**config.mk**
```make
export PLATFORM = sky130hd
export DESIGN_NAME = imm_gen_pipe_flat
export DESIGN_NICKNAME = d
export VERILOG_FILES = /design/src/rtl/imm_gen_pkg.sv /design/src/rtl/imm_gen_pipe_if.sv /design/src/rtl/imm_decode_comb.sv /design/src/rtl/imm_gen_pipe.sv /design/src/flat_wrapper.sv
export SDC_FILE = /design/constraint.sdc
export NUM_CORES = 1
export LEC_CHECK = 0
export CORE_AREA = 2 2 93 95
export CTS_CLUSTER_DIAMETER = 80
export DETAILED_ROUTE_END_ITERATION = 7
export DIE_AREA = 0 0 95 97
export DONT_BUFFER_PORTS = 1
export PLACE_DENSITY = 0.59
export RECOVER_POWER = 100
export SYNTH_ARGS = -nofsm -noshare
export SYNTH_HDL_FRONTEND = slang
export SYNTH_SLANG_ARGS = --single-unit
```
**constraint.sdc**
```tcl
create_clock -name clk -period 1.6 [get_ports clk]
set_clock_uncertainty 0.05 [all_clocks]
set_input_delay 0.48 -clock clk [delete_from_list [all_inputs] [get_ports clk]]
set_output_delay 0.48 -clock clk [all_outputs]
set_load 0.02 [all_outputs]
```
**src/rtl/imm_gen_pkg.sv**
```systemverilog
// imm_gen_pkg: shared types and constants for the registered immediate generator.
//   imm_fmt_e  - immediate format tag driven on the fmt output
//   OPC_*      - RV32I/RV64I major opcodes that carry an immediate
//   F3_*       - OP-IMM funct3 values that need special handling
//   imm_res_t  - decoder result; imm is held at the widest XLEN (64) and
//                narrowed by the consumer
package imm_gen_pkg;

    localparam int unsigned IMM_MAX_W = 64;

    typedef enum logic [2:0] {
        FMT_NONE  = 3'd0,
        FMT_I     = 3'd1,
        FMT_S     = 3'd2,
        FMT_B     = 3'd3,
        FMT_U     = 3'd4,
        FMT_J     = 3'd5,
        FMT_SHAMT = 3'd6
    } imm_fmt_e;

    localparam logic [6:0] OPC_LOAD   = 7'b0000011;
    localparam logic [6:0] OPC_OP_IMM = 7'b0010011;
    localparam logic [6:0] OPC_STORE  = 7'b0100011;
    localparam logic [6:0] OPC_BRANCH = 7'b1100011;
    localparam logic [6:0] OPC_LUI    = 7'b0110111;
    localparam logic [6:0] OPC_AUIPC  = 7'b0010111;
    localparam logic [6:0] OPC_JAL    = 7'b1101111;
    localparam logic [6:0] OPC_JALR   = 7'b1100111;

    localparam logic [2:0] F3_SLL   = 3'b001;
    localparam logic [2:0] F3_SRx   = 3'b101;
    localparam logic [2:0] F3_SLTIU = 3'b011;

    typedef struct packed {
        logic [IMM_MAX_W-1:0] imm;
        imm_fmt_e             fmt;
        logic                 illegal;
    } imm_res_t;

endpackage

```
**src/rtl/imm_gen_pipe_if.sv**
```systemverilog
// imm_gen_pipe_if: input (instruction) and output (immediate) handshakes of
// imm_gen_pipe bundled in one interface.
//   in_valid/in_ready/inst                   - instruction side
//   out_valid/out_ready/imm_val/fmt/illegal  - result side
//   modport slave  - the immediate generator
//   modport master - the surrounding pipeline (fetch/IR and operand mux)
interface imm_gen_pipe_if
    import imm_gen_pkg::*;
#(
    parameter int unsigned XLEN = 32
);
    logic            in_valid;
    logic            in_ready;
    logic [31:0]     inst;
    logic            out_valid;
    logic            out_ready;
    logic [XLEN-1:0] imm_val;
    imm_fmt_e        fmt;
    logic            illegal;

    modport master (
        output in_valid, inst, out_ready,
        input  in_ready, out_valid, imm_val, fmt, illegal
    );

    modport slave (
        input  in_valid, inst, out_ready,
        output in_ready, out_valid, imm_val, fmt, illegal
    );
endinterface

```
**src/rtl/imm_decode_comb.sv**
```systemverilog
// imm_decode_comb: purely combinational instruction -> immediate decoder.
//   inst - raw 32-bit instruction word
//   res  - immediate (sign/zero extended to 64 bits), format tag, illegal flag
// Every path assigns every field, so no storage is inferred.
module imm_decode_comb
    import imm_gen_pkg::*;
#(
    parameter int unsigned XLEN = 32
) (
    input  logic [31:0] inst,
    output imm_res_t    res
);
    localparam int unsigned SHAMT_W = (XLEN == 64) ? 6 : 5;

    logic [6:0] opc;
    logic [2:0] f3;

    assign opc = inst[6:0];
    assign f3  = inst[14:12];

    always_comb begin
        res.imm     = '0;
        res.fmt     = FMT_NONE;
        res.illegal = 1'b0;
        case (opc)
            OPC_LOAD, OPC_JALR: begin
                res.imm = {{(IMM_MAX_W-12){inst[31]}}, inst[31:20]};
                res.fmt = FMT_I;
            end
            OPC_OP_IMM: begin
                // Shifts carry only a shift amount; funct7 bits above it are ignored.
                // SLTIU (F3_SLTIU) keeps the ordinary sign-extended I immediate.
                if (f3 == F3_SLL || f3 == F3_SRx) begin
                    res.imm = {{(IMM_MAX_W-SHAMT_W){1'b0}}, inst[20 +: SHAMT_W]};
                    res.fmt = FMT_SHAMT;
                end else begin
                    res.imm = {{(IMM_MAX_W-12){inst[31]}}, inst[31:20]};
                    res.fmt = FMT_I;
                end
            end
            OPC_STORE: begin
                res.imm = {{(IMM_MAX_W-12){inst[31]}}, inst[31:25], inst[11:7]};
                res.fmt = FMT_S;
            end
            OPC_BRANCH: begin
                res.imm = {{(IMM_MAX_W-13){inst[31]}}, inst[31], inst[7],
                           inst[30:25], inst[11:8], 1'b0};
                res.fmt = FMT_B;
            end
            OPC_LUI, OPC_AUIPC: begin
                res.imm = {{(IMM_MAX_W-32){inst[31]}}, inst[31:12], 12'b0};
                res.fmt = FMT_U;
            end
            OPC_JAL: begin
                res.imm = {{(IMM_MAX_W-21){inst[31]}}, inst[31], inst[19:12],
                           inst[20], inst[30:21], 1'b0};
                res.fmt = FMT_J;
            end
            default: begin
                res.illegal = 1'b1;
            end
        endcase
    end
endmodule

```
**src/rtl/imm_gen_pipe.sv**
```systemverilog
// imm_gen_pipe: registered, handshaked immediate generator for decode.
//   clk, rst_n       - core clock, asynchronous active-low reset
//   bus (slave)      - in_valid/in_ready/inst in, out_valid/out_ready/
//                      imm_val/fmt/illegal out
//   stat_clr, stat_illegal_cnt - only when IMM_GEN_PIPE_STATS_EN is defined:
//                      saturating count of illegal results handed downstream
// Storage is an output register (OUT) plus one skid register (SKID), giving
// 1 inst/cycle with in_ready driven purely from a flop.
module imm_gen_pipe
    import imm_gen_pkg::*;
#(
    parameter int unsigned XLEN = 32
) (
    input  logic                 clk,
    input  logic                 rst_n,
    imm_gen_pipe_if.slave        bus
`ifdef IMM_GEN_PIPE_STATS_EN
    ,
    input  logic                 stat_clr,
    output logic [15:0]          stat_illegal_cnt
`endif
);
    imm_res_t dec;
    imm_res_t out_r;
    imm_res_t skid_r;
    logic     out_v;
    logic     skid_v;
    logic     in_fire;
    logic     out_free;

    imm_decode_comb #(.XLEN(XLEN)) u_dec (
        .inst (bus.inst),
        .res  (dec)
    );

    assign in_fire  = bus.in_valid && !skid_v;
    // OUT can take new data when it is empty or being consumed this edge.
    assign out_free = !out_v || bus.out_ready;

    // SKID only fills while OUT is stalled, so in_ready is blocked whenever it
    // holds data and SKID never needs to refill on the edge it drains.
    always_ff @(posedge clk or negedge rst_n) begin
        if (!rst_n) begin
            out_v  <= 1'b0;
            skid_v <= 1'b0;
            out_r  <= '0;
            skid_r <= '0;
        end else if (out_free) begin
            if (skid_v) begin
                out_r  <= skid_r;
                out_v  <= 1'b1;
                skid_v <= 1'b0;
            end else if (in_fire) begin
                out_r <= dec;
                out_v <= 1'b1;
            end else begin
                out_v <= 1'b0;
            end
        end else if (in_fire) begin
            skid_r <= dec;
            skid_v <= 1'b1;
        end
    end

    logic [IMM_MAX_W-1:0] imm_full;
    logic                 unused_imm_bits;

    assign imm_full        = out_r.imm;
    assign unused_imm_bits = ^imm_full;

    assign bus.in_ready  = !skid_v;
    assign bus.out_valid = out_v;
    assign bus.imm_val   = imm_full[XLEN-1:0];
    assign bus.fmt       = out_r.fmt;
    assign bus.illegal   = out_r.illegal;

`ifdef IMM_GEN_PIPE_STATS_EN
    logic [15:0] illegal_cnt;

    always_ff @(posedge clk or negedge rst_n) begin
        if (!rst_n) begin
            illegal_cnt <= '0;
        end else if (stat_clr) begin
            illegal_cnt <= '0;
        end else if (out_v && bus.out_ready && out_r.illegal && (illegal_cnt != '1)) begin
            illegal_cnt <= illegal_cnt + 16'd1;
        end
    end

    assign stat_illegal_cnt = illegal_cnt;
`endif
endmodule

```
**src/flat_wrapper.sv**
```systemverilog
// flat-port wrapper written by rule: the top's interface ports become plain ports
module imm_gen_pipe_flat import imm_gen_pkg::*;
#(
    parameter int unsigned XLEN = 32
)
  (clk, rst_n, bus_in_valid, bus_inst, bus_out_ready, bus_in_ready, bus_out_valid, bus_imm_val, bus_fmt, bus_illegal);
  imm_gen_pipe_if #(.XLEN(XLEN)) bus_i ();
  input  logic clk;
  input  logic rst_n;
  input wire logic [$bits(bus_i.in_valid)-1:0] bus_in_valid;
  input wire logic [$bits(bus_i.inst)-1:0] bus_inst;
  input wire logic [$bits(bus_i.out_ready)-1:0] bus_out_ready;
  output wire logic [$bits(bus_i.in_ready)-1:0] bus_in_ready;
  output wire logic [$bits(bus_i.out_valid)-1:0] bus_out_valid;
  output wire logic [$bits(bus_i.imm_val)-1:0] bus_imm_val;
  output wire logic [$bits(bus_i.fmt)-1:0] bus_fmt;
  output wire logic [$bits(bus_i.illegal)-1:0] bus_illegal;
  assign bus_i.in_valid = bus_in_valid;
  assign bus_i.inst = bus_inst;
  assign bus_i.out_ready = bus_out_ready;
  assign bus_in_ready = bus_i.in_ready;
  assign bus_out_valid = bus_i.out_valid;
  assign bus_imm_val = bus_i.imm_val;
  assign bus_fmt = bus_i.fmt;
  assign bus_illegal = bus_i.illegal;
  imm_gen_pipe #(.XLEN(XLEN)) u_core (.clk(clk), .rst_n(rst_n), .bus(bus_i));
endmodule
```
==> impl_metrics.tcl, run 1 <==
set metrics [dict create \
    clk_pin_slew_worst_paths_ns 0.08 \
    ir_worst_vdd_v 0.000512 \
    sequential_cell_area_fraction_in_the_yosys_report_pct 50.9 \
    antenna_cells 0 \
    rsz0062_at_grt "true" \
    start_kind "flop" \
    criticalPathCategory "reg -> reg" \
    initial_util_pct 44.7 \
    ff_latch_area_mm2 0.00185 \
    antenna_found_initial 0 \
    synth.yosys.warnings 0 \
    violations "hold timing" \
    power.static_leakage_uw 0.00179 \
    worst_r2r_endpoint "u_core.bus.illegal" \
    number_of_i_o_port_buffers 0 \
    inserted_clock_buffers 9 \
    vias_per_cell 6.02 \
    drive_above_1_share_pct 19.6 \
    via_count_of_the_first_global_routing_pass 3079 \
    drt_iter0_markers 176 \
    routed_wire_length_per_instance_um 19.6 \
    timing_hold_violations_final 74 \
    max_freq_mhz 643 \
    pin_count 74 \
    area_growth_pct 16.5 \
    setup.worst_path.end_class "flop" \
    peak_fanout_along_the_critical_path 6 \
    synth_area_per_cell_um2 9.65 \
    die-height_um 97 \
    post-route-period-util_pct 97.1 \
    crit_required_ns 1.83 \
    detailedPlacementHpwl_mm 7.02 \
    max_slew_margin_pct 69.4 \
    routabilityCongestion 0.899 \
    power.density_mw_per_mm2 968 \
    num_vias 3094 \
    total_power_uw 4100 \
    place_area_mm2 0.00401 \
    fin_worst_hold_slack_ns -0.228 \
    yosys_register_bits 74 \
    top_area_cell_type_share_of_the_netlist_area_pct 50.9 \
    clock_latency_reported_for_the_late_side_of_the_worst_skew_pair_ns 0.34 \
    routed_wl_mm 10.1 \
    synthesis.nets 413 \
    fp.dieArea_mm2 0.00922 \
    grt_overflow_total 0 \
    hold_path_class "in -> async" \
    synthTopCellsByArea "dfrtp_1 51%, nand2_1 7.9%, o211ai_1 6.6%, a22oi_1 3.7%, nor2_1 3.1%" \
    floorplan.rows 33 \
    number_of_nets_in_the_final_layout 440 \
    cts-htree-levels 3 \
    clk_root_buffer_cell "clkbuf_8" \
    postSynthCellCount 377 \
    multiInputGateArea_mm2 0.00170 \
    core_region_area_mm2 0.00813 \
    setup-violations-final 0 \
    final_max_slew_viols 0 \
    fillers 765 \
    drt_pre_antenna_iters 4 \
    worst_r2r_path_depth 4 \
    grt_use_total_pct 22.6 \
    antenna_left 0 \
    period_needed_ns 1.55 \
    r2r_start "u_core.bus.out_valid" \
    fin_area_mm2 0.00424 \
    cp.arrival_ns 1.78 \
    grt_first_pass_wirelength_mm 16.2 \
    run_status "finished, violations left" \
    timing_worst_slew_pin_value_ns 0.459 \
    yosys.area.top_type "dfrtp_1" \
    rrSetupSlack_ns 0.05 \
    die_x_um 95 \
    drv.max_cap_violation_count 0 \
    clock_buffer_depth 2 \
    count_of_distinct_cell_types_in_the_synthesized_netlist 44 \
    synthesized_area_mm2 0.00364 \
    grt_start_max_net_pins 75 \
    tritoncts_clock_tree "done" \
    detail_route.drc_violations 0 \
    clock_sink_count 74 \
]
area by class of cell:
cell class | count | area share (%)
flip-flops and latches | 74 | 43.7
multi-input cells | 274 | 40.2
repair buffers | 43 | 8.47
clock buffers | 11 | 3.57
well taps | 105 | 3.10
clock inverters | 5 | 0.679
inverters | 2 | 0.295
power breakdown:
group / internal (µW) / switching, µW / total [µW] / leakage [µW]
logic: 235 / 285 / 520 / 0.000704
registers: 2020 / 212 / 2230 / 0.000992
clock network: 640 / 709 / 1350 / 0.0000988
routing by layer:
metal | share of wire [%] | track usage, %
met1 | 46 | 32.5
met2 | 46 | 34.4
met3 | 6.9 | 4.67
met4 | 0.97 | 6.35
met5 | 0 | 0
through the flow:
stage	TNS, ns	worst slack (ns)	cells	util [%]
2_1_floorplan	-2.98	-0.0972	377	-
3_3_place_gp	-7.45	-0.209	496	49.3
3_5_place_dp	-7.63	-0.284	496	49.3
4_1_cts	0	0.00796	513	51.9
5_1_grt	-0.0898	-0.0166	514	52.1
6_report	0	0.0457	514	52.1
how the worst max path moves through the flow:
stage | start | endpoint | slack [ns] | cells after the start
6_report | u_core.bus.out_valid | u_core.bus.illegal | 0.05 | 4
5_1_grt | u_core.bus.out_valid | u_core.bus.illegal | -0.02 | 4
4_1_cts | u_core.skid_v | bus_in_ready | 0.008 | 2
3_5_place_dp | bus_inst[4] | u_core.imm_full[31] | -0.28 | 5
3_3_place_gp | bus_inst[4] | u_core.imm_full[31] | -0.21 | 5
2_1_floorplan | bus_inst[5] | u_core.imm_full[23] | -0.1 | 6
worst max-delay path, stage by stage, from the launching register on:
cell and delay [ns]:
dfrtp_1 0.39, nand2b_1 0.23, nand2_1 0.21, or4_1 0.50, nand3_1 0.10
sequential cells by signal, indices dropped and copies added (netlist names):
name	count
u_core.imm_full	32
u_core.skid_r	36
u_core.bus.illegal	1
u_core.skid_v	1
u_core.bus.out_valid	1
u_core.bus.fmt	3
cell usage after synthesis, drive strengths merged:
cell and number:
nand2 77, dfrtp 74, o211ai 34, nor2 31, clkbuf 21, a22oi 20
o21ai 18, nand3b 13, o221ai 11, a221oi 8, nand3 8, and3 7
a221o 6, a22o 6, buf 6, nand2b 4, nor3 4, o22ai 4
nor2b 3, nor3b 3, a21oi 2, a31oi 2, nor4 2, o21a 2
o41ai 2, or2 2, a21boi 1, clkinv 1, inv 1, nand4b 1
nand4bb 1, or3 1, or4 1
kinds of logic (layout without fill, tap and decap cells):
family	Yosys count	count (layout)	synth area share (%)
AND/OR/NAND/NOR	158	158	21.3
AO/OA/AOI/OAI	116	116	24.4
flip-flops	74	74	50.9
buffers and inverters	29	61	3.44
cell usage in the layout, fill, tap and decap left out, drive strengths merged, types with 11 or more instances in the layout:
cell	instances
nand2	77
dfrtp	74
buf	41
o211ai	34
nor2	31
a22oi	20
o21ai	18
nand3b	13
clkbuf	13
o221ai	11
repair_timing:
action,CTS,global route
resized for setup,6,4
endpoints found under the setup margin,26,23
endpoints found under the hold margin,74,74
cloned,0,0
setup buffers,1,1
(Power assumes the default switching activity.)
==> run 2: changes to the inputs <==
Clock period 1.6 ns to 1.3 ns, I/O delays scaled along.
==> run 2 against run 1 <==
The flow finishes with violations (hold timing, setup timing). Clock power up 36%. Global-route usage up 0.34 points. Count of clock-buffer cells in the layout down 2. Setup slack worse by 0.27 ns. Final cell count up 3.1%. Total power up 33%. Critical endpoint is now u_core.imm_full[24]. Highest routed layer unchanged.
==> impl_metrics.tcl, run 2 (same netlist as run 1, synthesis figures left out) <==
set metrics [dict create \
    antenna_left 0 \
    place_area_mm2 0.00406 \
    detailedPlacementHpwl_mm 6.74 \
    max_freq_mhz 657 \
    grt_start_max_net_pins 75 \
    peak_fanout_along_the_critical_path 7 \
    die-height_um 97 \
    post-route-period-util_pct 117 \
    final_max_slew_viols 0 \
    grt_use_total_pct 22.9 \
    grt_first_pass_wirelength_mm 16.5 \
    largest_incremental_delay_on_the_critical_path_ns 0.48 \
    tritoncts_clock_tree "done" \
    fp.dieArea_mm2 0.00922 \
    commonest_non_fill_non_tap_cells_in_the_layout "62 x nand2_1, 58 x dfrtp_1, 36 x buf_4, 32 x o211ai_1, 25 x nor2_1" \
    total_power_uw 5450 \
    power.density_mw_per_mm2 1140 \
    largest-register "u_core.skid_r" \
    max_slew_margin_pct 70.8 \
    via_count_of_the_first_global_routing_pass 3159 \
    timing_worst_slew_pin_value_ns 0.433 \
    violations "hold timing, setup timing" \
    core_region_area_mm2 0.00813 \
    criticalPathCategory "reg -> reg" \
    routed_wl_mm 10.5 \
    fin_worst_hold_slack_ns -0.325 \
    rsz0062_at_grt "true" \
    detail_route.drc_violations 0 \
    largest_register_ffs 36 \
    number_of_nets_in_the_final_layout 456 \
    clk_pin_slew_worst_paths_ns 0.08 \
    cp.depth 5 \
    grt_overflow_total 0 \
    timing.critical_path.to "u_core.imm_full[24]" \
    setup.worst_path.end_class "flop" \
    cp.arrival_ns 1.69 \
    floorplan.rows 33 \
    rrSetupSlack_ns -0.22 \
    clock_buffer_depth 2 \
    cts-htree-levels 3 \
    drv.max_cap_violation_count 0 \
    timing_hold_violations_final 74 \
    clk_root_buffer_cell "clkbuf_8" \
    worst_r2r_path_depth 5 \
    antenna_cells 0 \
    setup-violations-final 74 \
    hold_path_class "in -> async" \
    path_buf_inv 1 \
    inserted_clock_buffers 9 \
    area_growth_pct 31.2 \
    worst_r2r_endpoint "u_core.imm_full[24]" \
    timing.critical_path.cells "nor2b_2 > nand2_2 > nor4_4 > buf_6 > a22oi_1" \
    num_vias 3169 \
    critical_path_launch_point "u_core.skid_v" \
    die_x_um 95 \
    routed_wire_length_per_instance_um 19.8 \
    final.setup.worst_slack_ns -0.222 \
    drt_iter0_markers 160 \
    drt_pre_antenna_iters 4 \
    r2r_start "u_core.skid_v" \
    run_status "finished, violations left" \
    start_kind "flop" \
    pin_count 74 \
    clock_sink_count 74 \
    initial_util_pct 44.7 \
    crit_path_top_delay_cell "dfrtp_2" \
    timing.critical_path.max_delay_family "simple AND/OR/NAND/NOR gates" \
    ir_worst_vdd_v 0.000556 \
    number_of_i_o_port_buffers 0 \
    crit_required_ns 1.47 \
    vias_per_cell 5.98 \
    routabilityCongestion 0.796 \
    drive_above_1_share_pct 35.3 \
    power.static_leakage_uw 0.00199 \
    fin_area_mm2 0.00478 \
    clock_latency_reported_for_the_late_side_of_the_worst_skew_pair_ns 0.35 \
    period_needed_ns 1.52 \
    antenna_found_initial 0 \
    final_common_cell "nand2_1" \
]
[run 2: changes by cell type in the layout (fill, tap and decap cells not counted), moves of 4 or more]
| cell | change |
|---|---|
| a22oi_1 | -7 |
| a22oi_2 | +7 |
| buf_6 | +13 |
| dfrtp_1 | -15 |
| dfrtp_2 | +15 |
| nand2_1 | -15 |
| nand2_2 | +11 |
| nand2_4 | +4 |
| o21ai_0 | -12 |
| o21ai_1 | +7 |
| o21ai_2 | +4 |
[run 2: layout make-up]
cell class,instances,area [µm²]
inverter,2,12.5
tap,105,131
timing repair buffer,59,626
fill,698,3360
clock inverter,7,76.3
multi-input combinational,274,1940
clock buffer,9,124
sequential,74,1870
[run 2: how the worst min path moves through the flow]
| stage | endpoint | cells past startpoint |
|---|---|---|
| 2_1_floorplan | u_core.bus.fmt[0] | 0 |
| 3_3_place_gp | u_core.skid_r[1] | 0 |
| 3_5_place_dp | u_core.skid_r[1] | 0 |
| 4_1_cts | u_core.imm_full[4] | 0 |
| 5_1_grt | u_core.imm_full[6] | 0 |
| 6_report | u_core.bus.fmt[0] | 0 |
[run 2: routing by layer]
layer,part of all wire (%),up-vias,track usage [%]
li1,-,1493,-
met1,45,1579,33.3
met2,47,86,34.4
met3,6.7,11,5.45
met4,1.1,0,5.91
met5,0,-,0
[run 2: report_power, final]
group,switching (µW),internal (µW),total (µW)
combinational,431,427,858
clock,928,899,1830
sequential,268,2490,2760
[run 2: per-stage QoR]
step / setup WS, ns / setup TNS [ns] / util [%] / std cells
floorplan: -0.307 / -15.10 / - / 377
global placement: -0.435 / -20.58 / 50.0 / 499
detailed placement: -0.414 / -21.98 / 50.0 / 499
CTS: -0.210 / -7.38 / 55.1 / 520
global route: -0.285 / -12.47 / 58.7 / 530
finish: -0.222 / -8.64 / 58.7 / 530
[run 2: timing repair]
| action | in CTS | in global routing |
|---|---|---|
| pin swaps | 4 | 26 |
| setup buffers | 3 | 6 |
| gates cloned | 2 | 4 |
| setup endpoints to repair | 75 | 86 |
| hold endpoints to repair | 74 | 74 |
| resized for setup | 49 | 61 |
[run 2: worst register-to-register path, delay by kind of cell (launching register included)]
kind                   cells  cell delay (ns)
AO/OA/AOI/OAI              1             0.10
AND/OR/NAND/NOR            3             0.57
buffers and inverters      1             0.19
flip-flops                 1             0.48
